$ cat config.mk
export PLATFORM = sky130hd
export DESIGN_NAME = count_display_ctrl
export DESIGN_NICKNAME = d
export VERILOG_FILES = /design/src/rtl/count_display_ctrl_pkg.sv /design/src/rtl/count_display_ctrl_seg7_encode.sv /design/src/rtl/count_display_ctrl.sv
export SDC_FILE = /design/constraint.sdc
export NUM_CORES = 1
export LEC_CHECK = 0
export ABC_AREA = 1
export BUFFER_PORTS_ARGS = -buffer_cell sky130_fd_sc_hd__buf_4
export CAP_MARGIN = 15
export CORE_MARGIN = 2
export CORE_UTILIZATION = 48
export DETAILED_ROUTE_END_ITERATION = 6
export PLACE_DENSITY = 0.7
export SLEW_MARGIN = 20
export SYNTH_ARGS = -nofsm -noshare
export SYNTH_HDL_FRONTEND = slang
export SYNTH_SLANG_ARGS = --single-unit
$ cat constraint.sdc
create_clock -name clock1 -period 1.86 [get_ports clock1]
set_clock_uncertainty 0.05 [all_clocks]
set_input_delay 0.279 -clock clock1 [delete_from_list [all_inputs] [get_ports clock1]]
set_output_delay 0.279 -clock clock1 [all_outputs]
set_load 0.03 [all_outputs]
$ cat src/rtl/count_display_ctrl_pkg.sv
// Shared constants for the count display: active-low 7-segment patterns {g..a}
// and the BCD digit type used by the wrap counter and segment encoder.
package count_display_ctrl_pkg;

  typedef logic [3:0] bcd_t;

  localparam logic [6:0] SEG_0     = 7'h40;
  localparam logic [6:0] SEG_1     = 7'h79;
  localparam logic [6:0] SEG_2     = 7'h24;
  localparam logic [6:0] SEG_3     = 7'h30;
  localparam logic [6:0] SEG_4     = 7'h19;
  localparam logic [6:0] SEG_5     = 7'h12;
  localparam logic [6:0] SEG_6     = 7'h02;
  localparam logic [6:0] SEG_7     = 7'h78;
  localparam logic [6:0] SEG_8     = 7'h00;
  localparam logic [6:0] SEG_9     = 7'h10;
  localparam logic [6:0] SEG_E     = 7'h06;
  localparam logic [6:0] SEG_BLANK = 7'h7F;

  // Non-numeric codes fed to the encoder
  localparam bcd_t CODE_E     = 4'hE;
  localparam bcd_t CODE_BLANK = 4'hF;

endpackage

$ cat src/rtl/count_display_ctrl_seg7_encode.sv
// Combinational 4-bit code to active-low 7-segment pattern; 0-9 are digits,
// CODE_E shows 'E', anything else is blank.
module seg7_encode
  import count_display_ctrl_pkg::*;
(
  input  logic [3:0] code,
  output logic [6:0] seg
);

  always_comb begin
    seg = SEG_BLANK;
    case (code)
      4'd0:    seg = SEG_0;
      4'd1:    seg = SEG_1;
      4'd2:    seg = SEG_2;
      4'd3:    seg = SEG_3;
      4'd4:    seg = SEG_4;
      4'd5:    seg = SEG_5;
      4'd6:    seg = SEG_6;
      4'd7:    seg = SEG_7;
      4'd8:    seg = SEG_8;
      4'd9:    seg = SEG_9;
      CODE_E:  seg = SEG_E;
      default: seg = SEG_BLANK;
    endcase
  end

endmodule

$ cat src/rtl/count_display_ctrl.sv
// Consumer of the ripple mod-N counter: synchronises and de-glitches its count,
// counts wraps in BCD and scans a 4-digit multiplexed 7-segment display.
module count_display_ctrl
  import count_display_ctrl_pkg::*;
#(
  parameter int MOD           = 5,
  parameter int STABLE_CYCLES = 4,
  parameter int REFRESH_DIV   = 16
) (
  input  logic       clock1,
  input  logic       rst,
  input  logic       qa,
  input  logic       qb,
  input  logic       qc,
  input  logic       clr,
  output logic [2:0] digit,
  output logic [7:0] wrap_cnt,
  output logic       wrap_p,
  output logic       err,
  output logic [6:0] seg,
  output logic [3:0] an
);

  localparam int             STW     = $clog2(STABLE_CYCLES + 1);
  localparam logic [STW-1:0] STB_MAX = STW'(STABLE_CYCLES);
  localparam logic [STW-1:0] STB_ACC = STW'(STABLE_CYCLES - 1);
  localparam logic [2:0]     MOD_L   = 3'(MOD);
  localparam logic [2:0]     LAST_L  = 3'(MOD - 1);

  logic [2:0]             sync_p0, sync_p1;
  logic [2:0]             s2, cand, last_acc;
  logic [STW-1:0]         stable;
  logic                   accept, legal, wrap;
  logic [REFRESH_DIV-1:0] refresh;
  logic [1:0]             idx;
  logic                   scan_on;
  bcd_t                   code;
  logic [6:0]             seg_pat;

  function automatic logic [7:0] bcd_inc(input logic [7:0] v);
    bcd_t ones, tens;
    ones = v[3:0];
    tens = v[7:4];
    if (ones == 4'd9) begin
      ones = 4'd0;
      tens = (tens == 4'd9) ? 4'd0 : tens + 4'd1;
    end else begin
      ones = ones + 4'd1;
    end
    return {tens, ones};
  endfunction

  // Stage p0/p1: two-flop synchroniser on the raw active-low bits
  always_ff @(posedge clock1 or posedge rst) begin
    if (rst) begin
      sync_p0 <= 3'b111;
      sync_p1 <= 3'b111;
    end else begin
      sync_p0 <= {qc, qb, qa};
      sync_p1 <= sync_p0;
    end
  end

  assign s2 = ~sync_p1;

  // Accept lands on the same edge the stable count reaches STABLE_CYCLES.
  // last_acc also remembers illegal values so they neither re-fire nor let
  // the following 0 look like a wrap.
  assign accept = (s2 == cand) && (stable >= STB_ACC) && (cand != last_acc);
  assign legal  = (cand < MOD_L);
  assign wrap   = accept && legal && (last_acc == LAST_L) && (cand == 3'd0);

  always_ff @(posedge clock1 or posedge rst) begin
    if (rst) begin
      cand     <= 3'd0;
      stable   <= '0;
      last_acc <= 3'd0;
      digit    <= 3'd0;
      wrap_cnt <= 8'h00;
      wrap_p   <= 1'b0;
      err      <= 1'b0;
    end else begin
      if (s2 != cand) begin
        cand   <= s2;
        stable <= STW'(1);
      end else if (stable != STB_MAX) begin
        stable <= stable + 1'b1;
      end
      if (accept) last_acc <= cand;
      if (accept && legal) digit <= cand;
      wrap_p <= wrap;
      if (clr) begin
        wrap_cnt <= 8'h00;
        err      <= 1'b0;
      end else begin
        if (wrap) wrap_cnt <= bcd_inc(wrap_cnt);
        if (accept && !legal) err <= 1'b1;
      end
    end
  end

  always_comb begin
    code = CODE_BLANK;
    case (idx)
      2'd0:    code = {1'b0, digit};
      2'd1:    code = wrap_cnt[3:0];
      2'd2:    code = wrap_cnt[7:4];
      default: code = err ? CODE_E : CODE_BLANK;
    endcase
  end

  seg7_encode u_seg7_encode (
    .code (code),
    .seg  (seg_pat)
  );

  // Display scan: outputs follow the index one cycle after it advances
  always_ff @(posedge clock1 or posedge rst) begin
    if (rst) begin
      refresh <= '0;
      idx     <= 2'd0;
      scan_on <= 1'b0;
      an      <= 4'b1111;
      seg     <= SEG_BLANK;
    end else begin
      refresh <= refresh + 1'b1;
      if (&refresh) begin
        idx     <= idx + 2'd1;
        scan_on <= 1'b1;
      end
      if (scan_on) begin
        an  <= ~(4'b0001 << idx);
        seg <= seg_pat;
      end
    end
  end

endmodule

Word level (Yosys, flattened, before mapping)
Memories as Yosys holds them, arrays and structs flattened. A register that Yosys moved wholly into a read port is not among the register bits.
Index checks and enable logic that the tools add are counted.
Word-level totals
  memories: 1
  register bits: 51
  output and inout bits: 24
  ROM bits: 112
  logic and storage cells: 60
Cells by class
  bitwise logic cells: 2
  eq/ne operators: 9
  mux-type cells: 11
  reduce and logical (&&, ||, !) cells: 15
  order comparisons: 2
  shifts and indexed selects: 1
  $add $sub $neg: 5
Memories
  (name not given): words 16, bits a word 7, rd ports 1, clocked after Yosys merged registers in 1, wr ports 0, RTL line count_display_ctrl_seg7_encode.sv:12  | case (code)
Operator list (number)
  $add 16x1->16 const B: 1
  $mux 8: 2
  $reduce_and 16->1: 1
  $mux 4: 3
  $pmux 4 s3: 1
  $add 4x1->4 const B: 2
  $eq 4x4->1 const B: 2
  $reduce_bool 2->1: 4
  $logic_and 1x1->1: 6
  $mux 3: 2
  $ne 3x3->1: 2
  $not 4->4: 1
  $shl 1x2->4 const A: 1
  $add 3x1->3 const B: 1
  $eq 3x3->1: 1
  $eq 3x3->1 const B: 1
  $ge 3x2->1 const B: 1
  $logic_not 3->1: 1
  $lt 3x3->1 const B: 1
  $mux 1: 3
  $ne 3x3->1 const B: 1
  $not 3->3: 1
  $add 2x1->2 const B: 1
  $eq 2x1->1 const B: 1
  4 further kinds: 4

Logic depth before layout (Yosys ltp)
Gate-level depths: netlist (run 1).
  word-level depth: 9
  depth in mapped cells: 15
  mapped depth without buffers: 15

Hierarchy
A second synthesis (run 1) with hierarchy kept.
Unflattened totals
  cell total of the unflattened synthesis: 315
  area total of the unflattened synthesis: 2910.3 sq um
By module, submodules not included
  count_display_ctrl: sequential area each 1472.7 sq um, cells each 278, times used 1, area an instance 2707.6 sq um
  seg7_encode: sequential area each 0.0 sq um, cells each 37, times used 1, area an instance 202.7 sq um

Worst setup path after synthesis (run 1)
OpenSTA, ideal clock, no wires.
  path kind: flip-flop to flip-flop
  start point: register idx[0]
  end point: register seg[3]
  setup time: 0.061 ns
  path buffers: 0
  clock period less this slack: 1.965 ns
  cell stages (with the launch flop): 15
  setup slack: -0.105 ns
  data arrival time: 1.854 ns
  cell sequence: dfrtp_1 inv_1 ha_1 inv_1 o21ai_0 nor2_1 a21oi_1 inv_1 ha_1 inv_1 nand2_1 nand3_1 nand2_1 nand2_1 nand2_1
On the way
  word-level cells in the longest chain between the ends: 2
  elaborated cells on any way between the ends: 4
  those cells by class: eq/ne (2); mux (1); reduce/logical (1)
Ends and longest elaborated chain
  start: declaration: RTL line count_display_ctrl.sv:35  | logic [1:0] idx;
  start signal: assignment: RTL line count_display_ctrl.sv:128  | idx <= idx + 2'd1;
  $eq 2x2->1, or another cell as far along: RTL line count_display_ctrl.sv:104  | case (idx)
  $pmux 4 s3 (*): RTL line count_display_ctrl.sv:104
  end: declaration: RTL line count_display_ctrl.sv:20  | output logic [6:0] seg,
Every way passes the cells marked *; elsewhere a longest branch is shown, timed or not.
A chain may end at the register's enable or synchronous reset.

Final worst setup path (run 1)
  start point: register idx[1]
  end point: register seg[0]
Same word-level chain as after synthesis.

==> results.py, run 1 <==
metrics = {
    "global_routing": {
        "grt_max_degree": 41,
        "grt_pass1_wl_mm": 9.87,
        "antenna_found_initial": 0,
        "grt.total_usage_pct": 19.4,
        "overflow": 0,
        "first_global_vias": 2316,
    },
    "sta": {
        "fin_crit_sh_pct": 102,
        "tightest_slew_ns": 0.432,
        "setup_ws_ns": -0.0341,
        "rsz0062_at_grt": "yes",
        "hold_viol": 0,
        "slew_viol_final": 0,
        "max_freq_mhz": 528,
        "max_slew_margin_pct": 71.1,
        "min_period_ns": 1.89,
        "setup_viol": 4,
    },
    "yosys": {
        "synth_xor_area_share_pct": 5.39,
        "ys_ff_latch": 58,
        "seq_area_frac_synth_pct": 50.4,
        "synth_mux_area_share_pct": 0,
        "synth_simple_gate_area_share_pct": 24.7,
        "yosys_warnings": 0,
        "syn_avg_cell_area_sq_um": 8.70,
        "synth_cell_type_count": 32,
        "syn_inst": 336,
        "synth_top_family_by_area": "simple AND/OR/NAND/NOR gates",
        "synth_ff_type": "dfrtp_1",
        "synth-async-reset-ratio_pct": 100,
        "syn_area_sq_um": 2920,
        "synthesis.nets": 358,
        "synth_edf_count": 0,
        "synthAdderAreaFrac_pct": 6.85,
        "synth-compound-area-share_pct": 5.18,
    },
    "route": {
        "viasPerCell": 4.86,
        "drc": 0,
        "postRouteWirelength_mm": 5.79,
        "wl_per_cell_um": 12.1,
        "vias": 2319,
        "first_pass_iters": 4,
        "ant_nets": 0,
        "drtIter0Drc": 70,
    },
    "pwr": {
        "power.total_mw": 3.20,
        "peakVddDrop_mv": 0.553,
        "pwr_density_cell_nw_per_um2": 845,
        "p_leak_nw": 1.91,
    },
    "floorplanning": {
        "std_cell_rows": 28,
        "coreArea_sq_um": 5890,
        "fp.dieW_um": 82.0,
        "io_pins": 30,
        "dieHeight_um": 82.0,
        "die_area_sq_um": 6730,
        "start_util_pct": 49.7,
    },
    "worst_setup_path": {
        "cp.arrival_ns": 2.11,
        "startpoint_type": "flop",
        "crit_type": "reg -> reg",
        "cp_data_required_time_ns": 2.08,
        "path_max_fanout": 4,
        "worstSetupEndpointType": "flop",
    },
    "finish": {
        "nNetsFinal": 419,
        "final_common_cell": "nand2_1",
        "layout_common_cells": "nand2_1, buf_4, inv_1",
        "fill_cells": 489,
        "fin_util_pct": 64.3,
        "drive_gt1_share_pct": 31.3,
        "syn_to_final_growth_pct": 29.4,
        "n_antenna_cell": 0,
    },
    "clocking": {
        "clock_path_buffers": 2,
        "h-tree-depth": 3,
        "clk_latency_ns": 0.34,
        "tritoncts": "built",
        "cts_root_buffer": "clkbuf_8",
        "cts_sinks": 58,
        "clkTransAtPathRegs_ns": 0.06,
        "cts_inserted_buffers": 9,
    },
    "place": {
        "port_buffers": 29,
        "gp_congestion": 0.871,
        "dp_hpwl_mm": 3.98,
    },
    "run": {
        "maxCapViolCount": 0,
    },
    "status": {
        "status": "complete, but fails checks",
        "violations": "negative setup slack",
    },
    "hold_path": {
        "hold_class": "in -> reg",
    },
}
-- through the flow --
step                instance area, sq um  hold WS, ns  instances  TNS, ns  setup slack, ns
floorplan                           2930        0.233        336        0           0.0164
global placement                    3330        0.251        450        0           0.0232
detailed placement                  3330        0.258        450   -0.611           -0.117
CTS                                 3630        0.155        472        0         0.000860
global route                        3780        0.167        477   -0.812           -0.182
finish                              3780        0.170        477  -0.0982          -0.0341
-- sequential cells by signal, summed over array words and instances, names as in the netlist, 4 cells and up --
register / flops
refresh: 16
wrap_cnt: 8
seg: 7
an: 4
-- what timing repair did --
item,CTS,global route
endpoints found under the hold margin,15,0
resized for setup,14,30
buffers inserted,2,5
pin swaps,0,19
hold buffers,4,0
endpoints found under the setup margin,6,12
-- power by group --
group	total, mW	leakage (nW)	switching (mW)	internal, mW
registers	1.39	0.712	0.0582	1.33
logic	0.681	1.10	0.399	0.283
clock network	1.12	0.0974	0.472	0.652
total	3.20	1.91	0.929	2.27
-- cell usage after synthesis (3+ instances only) --
cell     count  share of area, %
nand2_1     93                12
inv_1       53               6.8
dfrtp_1     41                35
nor2_1      25               3.2
nand3_1     21               3.6
o21ai_0     19               3.3
dfstp_2     17                15
ha_1        16               6.8
xor2_1      12               3.6
xnor2_1      6               1.8
a21oi_1      3              0.51
nand3_2      3               1.0
-- per-layer routing --
layer	vias to the layer above	part of all wire [%]	GRT usage [%]
li1	1166	-	-
met1	1107	43	22.2
met2	37	53	34.6
met3	9	3.4	6.92
met4	0	1.1	4.67
met5	-	0	0
-- path summary, 6_finish.rpt --
path	from	end	slack, ns	cells after the start
min	clr	wrap_cnt[4]	0.17	4
min in group asynchronous	rst	cand[2]	0.45	3
max reg2reg	idx[1]	seg[0]	-0.03	11
max in group asynchronous	rst	an[2]	0.70	4
min reg2reg	sync_p0[1]	sync_p1[1]	0.31	0
max	idx[1]	seg[0]	-0.03	11
-- logic make-up (layout without fill, tap and decap cells) --
family                   Yosys count  count (layout)
adder cells (fa/ha/maj)           16              16
AO/OA/AOI/OAI                     28              28
flip-flops                        58              58
buffers and inverters             56             122
AND/OR/NAND/NOR                  160             160
XOR/XNOR                          18              18
-- critical path, stage by stage, from the launching register on --
cell     delay, ns
dfrtp_1       0.42
buf_4         0.16
ha_4          0.16
buf_4         0.13
a21oi_2       0.16
inv_1         0.10
nor2_4        0.17
nand2_1       0.15
nand3_2       0.15
nand2_1       0.06
nand2_1       0.06
nand2_1       0.06
-- cell type report --
cell class,count,area [sq um],area share (%)
Sequential cell,58,1470,39.0
Multi-Input combinational cell,222,1390,36.6
Timing Repair Buffer,53,437,11.5
Clock buffer,13,149,3.94
Clock inverter,3,40.0,1.06
Tap cell,75,93.8,2.48
Inverter,53,204,5.39
(Power assumes the default switching activity.)
==> inputs of run 2 (changes only) <==
Settings changed: CTS_BUF_LIST set to sky130_fd_sc_hd__clkbuf_4, TNS_END_PERCENT set to 30.
==> run 2 against run 1 <==
The flow still finishes with violations (negative setup slack). Clock power fell by 22%. Non-clock buffer count decreased by 3. Count of clock-buffer cells in the layout shrank 1. Combinational power is 12% lower. Sequential share of layout area is 1.5 points higher. Sequential power about the same. Worst hold slack worse by 0.064 ns. Total power shrank 10%. Setup slack better by 0.0040 ns. Design area fell by 3.6%. Largest cell class unchanged.
==> results.py, run 2 (synthesized netlist as in run 1, its figures left out) <==
metrics = {
    "global_routing": {
        "antenna_found_initial": 0,
        "grt.total_usage_pct": 19.2,
        "first_global_vias": 2299,
        "overflow": 0,
        "grt_pass1_wl_mm": 9.77,
        "grt_max_degree": 41,
    },
    "sta": {
        "hold_viol": 0,
        "max_freq_mhz": 529,
        "rsz0062_at_grt": "yes",
        "setup_ws_ns": -0.0301,
        "min_period_ns": 1.89,
        "max_slew_margin_pct": 71.9,
        "setup_viol": 2,
        "tightest_slew_ns": 0.421,
        "tns_ns": -0.0404,
        "fin_crit_sh_pct": 102,
        "fin_hold_ws_ns": 0.106,
        "slew_viol_final": 0,
    },
    "finish": {
        "final_common_cell": "nand2_1",
        "layout_common_cells": "nand2_1, inv_1, buf_4",
        "largestRegisters": "refresh: 16 flops, wrap_cnt: 8 flops, seg: 7 flops",
        "drive_gt1_share_pct": 28.8,
        "largest_reg_flops": 16,
        "n_antenna_cell": 0,
        "regMostFlops": "refresh",
        "stdcell_area_sq_um": 3640,
        "syn_to_final_growth_pct": 24.7,
        "fill_cells": 505,
        "nNetsFinal": 416,
    },
    "floorplanning": {
        "start_util_pct": 49.7,
        "std_cell_rows": 28,
        "die_area_sq_um": 6730,
        "fp.dieW_um": 82.0,
        "coreArea_sq_um": 5890,
        "io_pins": 30,
        "dieHeight_um": 82.0,
    },
    "pwr": {
        "p_leak_nw": 1.85,
        "peakVddDrop_mv": 0.490,
        "pwr_density_cell_nw_per_um2": 787,
    },
    "place": {
        "port_buffers": 29,
        "placed_area_sq_um": 3330,
        "gp_congestion": 0.871,
        "dp_hpwl_mm": 3.98,
    },
    "route": {
        "drc": 0,
        "vias": 2304,
        "wl_per_cell_um": 11.9,
        "first_pass_iters": 4,
        "viasPerCell": 4.86,
        "ant_nets": 0,
        "drtIter0Drc": 86,
        "postRouteWirelength_mm": 5.62,
    },
    "worst_setup_path": {
        "cp_data_required_time_ns": 2.15,
        "path_delay_family": "flip-flops",
        "r2r-end": "seg[3]",
        "path_cells": "inv_4 > ha_4 > inv_2 > o21ai_1 > nor2_1 > a21oi_2 > inv_2 > ha_4 > inv_2 > nand2_2 > nand3_2 > nand2_1 > nand2_1 > nand2_1",
        "startpoint_type": "flop",
        "path_max_fanout": 4,
        "r2r_slack_ns": -0.03,
        "rr_startpoint": "idx[0]",
        "crit_buf_inv": 4,
        "crit_slowest_cell": "dfrtp_2",
        "r2r_cells": 14,
        "crit_path_start": "idx[0]",
        "cp.arrival_ns": 2.18,
        "crit_type": "reg -> reg",
        "cp_slowest_stage_delay_ns": 0.48,
        "worstSetupEndpointType": "flop",
    },
    "hold_path": {
        "hold_end": "wrap_cnt[4]",
        "hold_class": "in -> reg",
        "worstHoldStart": "clr",
        "holdPathStages": 4,
    },
    "clocking": {
        "cts_root_buffer": "clkbuf_4",
        "h-tree-depth": 3,
        "cts_sinks": 58,
        "tritoncts": "built",
        "clock_path_buffers": 2,
        "cts_inserted_buffers": 9,
        "clkTransAtPathRegs_ns": 0.09,
        "clk_latency_ns": 0.40,
    },
    "status": {
        "status": "complete, but fails checks",
        "violations": "negative setup slack",
    },
    "run": {
        "maxCapViolCount": 0,
    },
}
==> run 2: cell count changes in the layout (fill, tap and decap cells not counted), moves of 2 or more <==
cell,before,now
clkbuf_1,3,0
clkbuf_4,0,12
nand2_1,86,88
inv_1,45,47
clkbuf_8,10,0
o21ai_2,2,0
==> run 2: what timing repair did <==
action / CTS / global route
cloned: 0 / 0
hold endpoints to repair: 15 / 0
hold buffers: 4 / 0
setup endpoints to repair: 6 / 12
gates resized for setup: 13 / 16
pin swaps: 1 / 7
setup buffers: 2 / 2
==> run 2: layout make-up <==
| type | count | area [sq um] | share of cell area, % |
|---|---|---|---|
| clock buffer | 12 | 90.1 | 2.47 |
| clock inverter | 4 | 43.8 | 1.20 |
| inverter | 53 | 201 | 5.53 |
| multi-input combinational | 222 | 1340 | 36.9 |
| sequential | 58 | 1470 | 40.4 |
| tap | 75 | 93.8 | 2.57 |
| timing repair buffer | 50 | 398 | 10.9 |
==> run 2: metrics by stage <==
step | worst slack, ns | instances | utilization [%] | power (mW)
final | -0.0301 | 474 | 61.9 | 2.87
after global routing | -0.188 | 474 | 61.9 | 3.06
after CTS | -0.0123 | 472 | 60.6 | 2.85
after detailed placement | -0.117 | 450 | 56.6 | 1.94
after global placement | 0.0232 | 450 | 56.6 | 1.92
after floorplan | 0.0164 | 336 | - | 1.77
==> run 2: worst max-delay path by stage <==
stage | end | slack [ns] | cells past startpoint
2_1_floorplan | seg[3] | 0.02 | 14
3_3_place_gp | seg[6] | 0.02 | 13
3_5_place_dp | seg[6] | -0.12 | 13
4_1_cts | seg[3] | -0.01 | 14
5_1_grt | seg[4] | -0.19 | 13
6_report | seg[3] | -0.03 | 14
==> run 2: worst register-to-register path: cells and delay by family (launching register included) <==
family | cells | cell delay [ns]
DFF | 1 | 0.48
and+or+nand+nor | 6 | 0.36
adders and majority gates | 2 | 0.43
buffers and inverters | 4 | 0.25
AOI/OAI and AO/OA | 2 | 0.25
==> run 2: power by group <==
| group | total, mW | switching [mW] | leakage, nW | internal (mW) |
|---|---|---|---|---|
| clock | 0.879 | 0.431 | 0.0787 | 0.448 |
| combinational | 0.602 | 0.364 | 1.05 | 0.238 |
| sequential | 1.39 | 0.0591 | 0.712 | 1.33 |
| total | 2.87 | 0.854 | 1.85 | 2.02 |
==> run 2: per-layer routing <==
metal  vias to the layer above  global-route usage, %  wire [um]
li1                       1168                      -          -
met1                      1089                   22.2       2440
met2                        40                   33.3       2890
met3                         7                   6.37        228
met4                         0                   6.83         63
met5                         -                      0          0
